==> src/rtl/mask_pkg.sv <==
// Shared constants, index-width helper and state encoding for the mask builder.
// Latency: none (package only).
// Backpressure: not applicable.
package mask_pkg;

  // Widest mask the builder supports.
  localparam int MB_MAX_BITS = 64;

  // Index width for a given mask width; a one-bit mask still needs a one-bit index.
  function automatic int mb_idx_w(input int bits);
    return (bits <= 1) ? 1 : $clog2(bits);
  endfunction

  // Output register state: EMPTY = output free, FULL = mask held for downstream.
  typedef enum logic {
    MB_EMPTY = 1'b0,
    MB_FULL  = 1'b1
  } mb_state_e;

endpackage

==> src/rtl/idx_onehot_dec.sv <==
// Combinational bit index to one-hot decoder with out-of-range flag.
// Latency: 0 cycles (pure combinational).
// Backpressure: none; the caller qualifies the result with its own handshake.
module idx_onehot_dec
  import mask_pkg::*;
#(
  parameter int BITS     = 32,
  parameter int CLZ      = 0,
  parameter int LOG_BITS = mb_idx_w(BITS)
) (
  input  logic [LOG_BITS-1:0] idx_i,
  output logic [BITS-1:0]     onehot_o,
  output logic                oor_o
);

  // With CLZ numbering index 0 is the MSB, so a leading-zero encoder downstream
  // recovers the same index that was written here.
  for (genvar g = 0; g < BITS; g++) begin : g_bit
    localparam int POS = (CLZ != 0) ? (BITS - 1 - g) : g;
    assign onehot_o[POS] = (idx_i == LOG_BITS'(g));
  end

  // Only reachable when BITS is not a power of two (or BITS is 1).
  assign oor_o = (32'(idx_i) >= 32'(BITS));

endmodule

==> src/rtl/mask_build.sv <==
// Streaming index-to-bitmask builder; optional duplicate flag under MASK_BUILD_DUP_DETECT_EN.
// Latency: last beat accepted at edge N -> mask_valid_o high after edge N.
// Backpressure: idx_ready_o = !mask_valid_o || mask_ready_i; input stalls while a mask is held.
module mask_build
  import mask_pkg::*;
#(
  parameter int BITS     = 32,
  parameter int CLZ      = 0,
  parameter int LOG_BITS = mb_idx_w(BITS)
) (
  input  logic                clk,
  input  logic                rst_n,
  input  logic                idx_valid_i,
  output logic                idx_ready_o,
  input  logic [LOG_BITS-1:0] idx_data_i,
  input  logic                idx_last_i,
  output logic                mask_valid_o,
  input  logic                mask_ready_i,
  output logic [BITS-1:0]     mask_data_o,
  output logic [LOG_BITS:0]   mask_cnt_o,
  output logic                err_range_o,
`ifdef MASK_BUILD_DUP_DETECT_EN
  output logic                err_dup_o,
`endif
  input  logic                err_clr_i
);

  localparam int CW = LOG_BITS + 1;

  if (BITS < 1 || BITS > MB_MAX_BITS) begin : g_bad_bits
    $error("mask_build: BITS must be in 1..64");
  end

  mb_state_e       state_q;
  mb_state_e       state_d;
  logic [BITS-1:0] acc_q;
  logic [BITS-1:0] acc_nxt;
  logic [BITS-1:0] onehot;
  logic [CW-1:0]   cnt_q;
  logic [CW-1:0]   cnt_nxt;
  logic            idx_oor;
  logic            bit_new;
  logic            accept;
  logic            last_acc;
  logic            load_out;

  idx_onehot_dec #(
    .BITS     (BITS),
    .CLZ      (CLZ),
    .LOG_BITS (LOG_BITS)
  ) u_dec (
    .idx_i    (idx_data_i),
    .onehot_o (onehot),
    .oor_o    (idx_oor)
  );

  assign mask_valid_o = (state_q == MB_FULL);
  assign idx_ready_o  = !mask_valid_o || mask_ready_i;
  assign accept       = idx_valid_i && idx_ready_o;
  assign last_acc     = accept && idx_last_i;

  // An out-of-range index decodes to all zeros, so it leaves mask and count alone.
  assign bit_new = |(onehot & ~acc_q);
  assign acc_nxt = acc_q | onehot;
  assign cnt_nxt = cnt_q + CW'(bit_new);

  // Next state: a last beat always (re)fills the output; a plain handshake empties it.
  always_comb begin
    state_d  = state_q;
    load_out = 1'b0;
    unique case (state_q)
      MB_EMPTY: begin
        if (last_acc) begin
          state_d  = MB_FULL;
          load_out = 1'b1;
        end
      end
      MB_FULL: begin
        if (last_acc) begin
          state_d  = MB_FULL;
          load_out = 1'b1;
        end else if (mask_ready_i) begin
          state_d = MB_EMPTY;
        end
      end
    endcase
  end

  // State register.
  always_ff @(posedge clk) begin
    if (!rst_n) begin
      state_q <= MB_EMPTY;
    end else begin
      state_q <= state_d;
    end
  end

  // Accumulator and distinct-bit counter; restart on the packet's last beat.
  always_ff @(posedge clk) begin
    if (!rst_n) begin
      acc_q <= '0;
      cnt_q <= '0;
    end else if (accept) begin
      if (idx_last_i) begin
        acc_q <= '0;
        cnt_q <= '0;
      end else begin
        acc_q <= acc_nxt;
        cnt_q <= cnt_nxt;
      end
    end
  end

  // Output register captures the mask including the last beat's own bit.
  always_ff @(posedge clk) begin
    if (!rst_n) begin
      mask_data_o <= '0;
      mask_cnt_o  <= '0;
    end else if (load_out) begin
      mask_data_o <= acc_nxt;
      mask_cnt_o  <= cnt_nxt;
    end
  end

  // Sticky out-of-range flag; a clear request beats a simultaneous new error.
  always_ff @(posedge clk) begin
    if (!rst_n) begin
      err_range_o <= 1'b0;
    end else if (err_clr_i) begin
      err_range_o <= 1'b0;
    end else if (accept && idx_oor) begin
      err_range_o <= 1'b1;
    end
  end

`ifdef MASK_BUILD_DUP_DETECT_EN
  logic dup_hit;
  assign dup_hit = |(onehot & acc_q);

  // Sticky duplicate flag; mask and count are unaffected by a repeat index.
  always_ff @(posedge clk) begin
    if (!rst_n) begin
      err_dup_o <= 1'b0;
    end else if (err_clr_i) begin
      err_dup_o <= 1'b0;
    end else if (accept && !idx_oor && dup_hit) begin
      err_dup_o <= 1'b1;
    end
  end
`endif

endmodule

==> config.mk <==
export PLATFORM = sky130hd
export DESIGN_NAME = mask_build
export DESIGN_NICKNAME = d
export VERILOG_FILES = /design/src/rtl/mask_pkg.sv /design/src/rtl/idx_onehot_dec.sv /design/src/rtl/mask_build.sv
export SDC_FILE = /design/constraint.sdc
export NUM_CORES = 1
export LEC_CHECK = 0
export CORE_MARGIN = 10
export CORE_UTILIZATION = 50
export DETAILED_ROUTE_END_ITERATION = 10
export GPL_ROUTABILITY_DRIVEN = 0
export PLACE_DENSITY = 0.75
export SYNTH_ARGS = -nofsm -noshare
export SYNTH_HDL_FRONTEND = slang
export SYNTH_SLANG_ARGS = --single-unit
==> constraint.sdc <==
create_clock -name clk -period 3.6 [get_ports clk]
set_input_delay 0.72 -clock clk [delete_from_list [all_inputs] [get_ports clk]]
set_output_delay 0.72 -clock clk [all_outputs]
set_load 0.01 [all_outputs]
# ---- Yosys cells after proc, flatten, opt, wreduce, memory -nomap -nowiden
# Cells that the tools add are included.
dict set report totals {
  reg_bits 77
  in_bits 11
  out_inout_bits 41
  elab_cells 53
}
dict set report classes {
  n_addsub 1
  mux 6
  n_bitwise 4
  n_reduce_logical 6
  n_eq_ne 31
}
# operator n
set op_table {}
lappend op_table {{$eq A5 B5 Y1 const B} 16}
lappend op_table {{$eq A5 B4 Y1 const B} 8}
lappend op_table {{$and A32 B32 Y32} 1}
lappend op_table {{$mux W32} 1}
lappend op_table {{$not A32 Y32} 1}
lappend op_table {{$or A32 B32 Y32} 1}
lappend op_table {{$reduce_or A32 Y1} 1}
lappend op_table {{$eq A5 B3 Y1 const B} 4}
lappend op_table {{$eq A5 B2 Y1 const B} 2}
lappend op_table {{$add A6 B1 Y6} 1}
lappend op_table {{$mux W6} 1}
lappend op_table {{$eq A5 B1 Y1 const B} 1}
lappend op_table {{$logic_not A5 Y1} 1}
lappend op_table {{$mux W1} 3}
lappend op_table {{$logic_and A1 B1 Y1} 2}
lappend op_table {{$pmux W1 S2} 1}
lappend op_table {{$logic_not A1 Y1} 1}
lappend op_table {{$logic_or A1 B1 Y1} 1}
lappend op_table {{$not A1 Y1} 1}

# ---- Logic depth before layout (Yosys ltp)
dict set report logic_depth {
  ltp_word 6
  mapped_depth 12
}

# ---- Modules after synthesis
# From an unflattened synthesis, not the netlist that was laid out.
dict set report unflattened {
  hier_cells 414
  hier_area_um2 3246.9
}
# mod area_per_inst_um2 instances seq_area_each_um2 cells_per_inst
set by_module_without_submodules {}
lappend by_module_without_submodules {mask_build 3014.1 1 1561.5 365}
lappend by_module_without_submodules {idx_onehot_dec 232.7 1 0.0 49}

# ---- Worst setup path after synthesis
# OpenSTA, ideal clock, no wires.
dict set report synth_timing {
  kind {input -> register}
  start {input idx_data_i[3]}
  end {register cnt_q[4]}
  slack_ns 0.839
  t_required_ns 3.478
  n_path_buf 1
  setup_time_ns 0.122
  arrival_time_ns 2.639
  cell_stages 11
  cell_sequence {buf_6 nor2b_1 mux4_2 a311oi_1 nand4_1 ha_1 ha_1 nand3_1 xor2_1 nand2b_1 a21boi_0}
}
dict set report synth_between {
  elab_chain_cells 5
  elab_cells_between_ends 36
  cone_classes {add/sub (1); eq/ne (31); mux (1); bitwise (1); reduce/logical (2)}
}
# item line_no
set synth_lines {}
lappend synth_lines {{start, declared} mask_build.sv:15} ;# input logic [LOG_BITS-1:0] idx_data_i,
lappend synth_lines {{$eq A5 B1 Y1 (tied with other cells)} idx_onehot_dec.sv:20} ;# assign onehot_o[POS] = (idx_i == LOG_BITS'(g));
lappend synth_lines {{$and A32 B32 Y32 (*)} mask_build.sv:63} ;# assign bit_new = |(onehot & ~acc_q);
lappend synth_lines {{$reduce_or A32 Y1 (*)} mask_build.sv:63}
lappend synth_lines {{$add A6 B1 Y6 (*)} mask_build.sv:65} ;# assign cnt_nxt = cnt_q + CW'(bit_new);
lappend synth_lines {{$mux W6 (*)} mask_build.sv:104} ;# if (idx_last_i) begin
lappend synth_lines {{end signal, assigned} mask_build.sv:109} ;# cnt_q <= cnt_nxt;
lappend synth_lines {{end, declared} mask_build.sv:39} ;# logic [CW-1:0] cnt_q;
# Every way passes the cells marked *; elsewhere a longest branch is shown, timed or not.
# A chain may end at the register's enable or synchronous reset.

# ---- Final worst setup path
# Same ends and word-level chain as after synthesis.

==> summary.txt <==
Status
  – Status: completed

Floorplan
  – Initial Util: 0.513
  – I/O pins: between 50 and 60
  – Row cnt: 29
  – Die Y: between 100 and 150 um
  – Core Footprint: between 6000 and 7000 um2
  – Chip Width: ~100 um
  – Die area: approximately 10000 um2

Setup path
  – Startpoint Class: input pin
  – Worst EP arrival: 3.41 ns
  – Max incr delay on CP: 0.58 ns
  – Critical Path Most Common Cell: ha_1
  – Worst Setup Path Type: input pin to flip-flop
  – Top Family by Delay on Critical Path: simple AND/OR/NAND/NOR gates
  – CP required: between 3 and 4 ns
  – CP max-delay cell: clkdlybuf4s50_1
  – CP max FO: 10
  – Crit path buf inv count: 1
  – Worst reg2reg setup slack: 1.13 ns
  – Crit path cell chain: clkdlybuf4s50_1 -> nor2b_1 -> mux4_2 -> a311oi_1 -> nand4_1 -> ha_1 -> ha_1 -> nand3_1 -> xor2_1 -> nand2b_1 -> a21boi_0
  – Crit end category: flip-flop

CTS
  – Root Driver: clkbuf_8
  – CTS H-Tree Depth: 3
  – Cts bufs inserted: 9
  – Reg clk slew, reported paths: roughly 0.08 ns
  – Clock Path Buffers: 2
  – Worst skew pair latency: ~0.35 ns
  – Post-CTS sizing: 0
  – Setup Buffers After CTS: 0
  – CTS tree: done
  – CTS Sinks: a little under 80
  – CTS Hold Bufs: 0

Synth
  – Syn. warnings: 0
  – Most frequent cell after synthesis: dfxtp_1
  – Number of flops mapped to enable cells by yosys: 0
  – Synthesized area: 3260 um2
  – Cells after Synth: around 360
  – Syn_area_per_cell: 9.16 um2
  – Seq/Total Area, Yosys: 0.473
  – Seq cells post-synth: just under 80
  – Synth top area share: 0.473
  – Prevailing post-synth register cell: dfxtp_1
  – Async SR Flop Fraction: 0
  – Cell taking the most area after synthesis: dfxtp_1
  – Syn_nets: 369
  – Post-synth top cells: dfxtp_1 (77), a21oi_1 (65), nor2_1 (40)
  – Unique cell type count in the Yosys netlist: 56
  – Area contributors post-synth: dfxtp_1 (47%), a21oi_1 (10%), o2bb2ai_1 (8.9%)

Detailed routing
  – DR vias: roughly 2800
  – Final WL: approximately 7900 um
  – DR DRC count: 0
  – Antenna viol nets, final: 0
  – Via-to-Cell Ratio: 5.71
  – TritonRoute pass-1 iters: 4
  – Mean routed wirelength per cell: between 15 and 20 um
  – Violation count after the first detailed-route iteration: about 170

STA
  – Max Slew Vio Count: 0
  – Final hold vios: 0
  – Final setup vio count: 0
  – Clock skew: 0.00906 ns
  – Worst Tran Pin Value: 0.689 ns
  – Setup TNS: 0 ns
  – Final worst path period need: approximately 3.2 ns
  – RSZ-0062 raised after global routing: no
  – Slew margin rel.: 0.538
  – Fin crit share: 0.883
  – Fmax: 0.315 GHz

Global route
  – GRT Total Usage: 0.159
  – Antenna violations before repair: 0
  – Vias in the first global route: ~2600
  – First-pass GRT wire length: around 13000 um
  – Grt ovf: 0
  – Pin count of the biggest net entering global routing: 34

Final layout
  – Fill count: 540
  – Sequential Area: about 1500 um2
  – Ant. Diodes: 0
  – Layout area overhead: 24.3%
  – Ratio of cells with drive above 1 in the final layout: 0.103
  – Final non-filler cell total: between 400 and 500
  – Area of the multi-input gates: about 1500 um2
  – Nets: about 410

Flow run
  – Max Cap Violations: 0

Power and ir drop
  – Pleak: 1.43 nW
  – Worst vdd ir: 0.322 mV
  – Cell Pwr Density: between 400 and 500 nW/um2

Placed design
  – Cell total after placement: 467
  – Buffers on Ports: roughly 50
  – DP HPWL: 5570 um

Worst hold path
  – Hold WC Path Type: flip-flop to flip-flop
==> final timing paths <==
| kind | endpoint | startpoint | cells past startpoint |
|---|---|---|---|
| setup / recovery | cnt_q[4] | idx_data_i[3] | 11 |
| hold / removal | mask_data_o[8] | mask_data_o[8] | 1 |
| setup reg to reg | cnt_q[4] | acc_q[0] | 10 |
| hold reg to reg | mask_data_o[8] | mask_data_o[8] | 1 |
==> area by class of cell <==
class / instances / share of cell area
sequential: 77 / 0.380
multi-input combinational: 241 / 0.380
timing repair buffer: 65 / 0.154
clock buffer: 13 / 0.0392
tap: 77 / 0.0238
clock inverter: 3 / 0.0167
inverter: 7 / 0.00649
==> cell usage in the layout, fill, tap and decap left out, drive strengths merged, types with 2 or more instances in the layout <==
master         instances
a21oi                 65
nand3b                 3
a21boi                 8
a22o                   4
mux2                   2
nand2                 10
xor2                   2
nand3                  5
o41ai                  2
nor2b                  6
and3                   7
a31oi                  3
o2bb2ai               33
clkbuf                13
bufinv                 2
a2111oi                3
dfxtp                 77
buf                   16
nand2b                 2
nor2                  41
ha                     2
inv                    7
o21ai                  5
nand4b                 2
clkdlybuf4s50         49
mux2i                  5
nor3                   6
and2                   2
==> metal layers <==
metal,share of wire,track usage
met1,0.45,0.196
met5,0,0
met4,0.025,0.0739
met2,0.45,0.240
met3,0.077,0.0576
==> stage by stage <==
step	instance area [um2]	hold slack [ns]	power (mW)	setup WS [ns]	utilization
after global placement	3820	0.445	1.04	0.0912	0.602
after global routing	4050	0.483	1.81	0.148	0.638
after detailed placement	3820	0.445	1.04	0.0695	0.602
final	4050	0.463	1.75	0.422	0.638
after CTS	4050	0.469	1.77	0.447	0.638
after floorplan	3260	0.445	0.988	0.839	-
==> power breakdown <==
| part | switching [mW] | internal, mW |
|---|---|---|
| Combinational | 0.0946 | 0.0618 |
| Sequential | 0.00521 | 0.860 |
| Clock | 0.303 | 0.429 |
==> cells by family after synthesis <==
logic type / synth area share
adder cells (fa/ha/maj): 0.00767
flip-flops: 0.473
AO/OA/AOI/OAI: 0.269
other: 0.00115
XOR/XNOR: 0.00806
multiplexers: 0.0292
AND/OR/NAND/NOR: 0.155
buffers and inverters: 0.0568
==> flip-flops by register name, indices dropped and copies added (netlist names) <==
name	flops
acc_q	32
mask_data_o	32
cnt_q	6
mask_cnt_o	6
mask_valid_o	1
No activity file was read; power rests on OpenSTA's default activity.
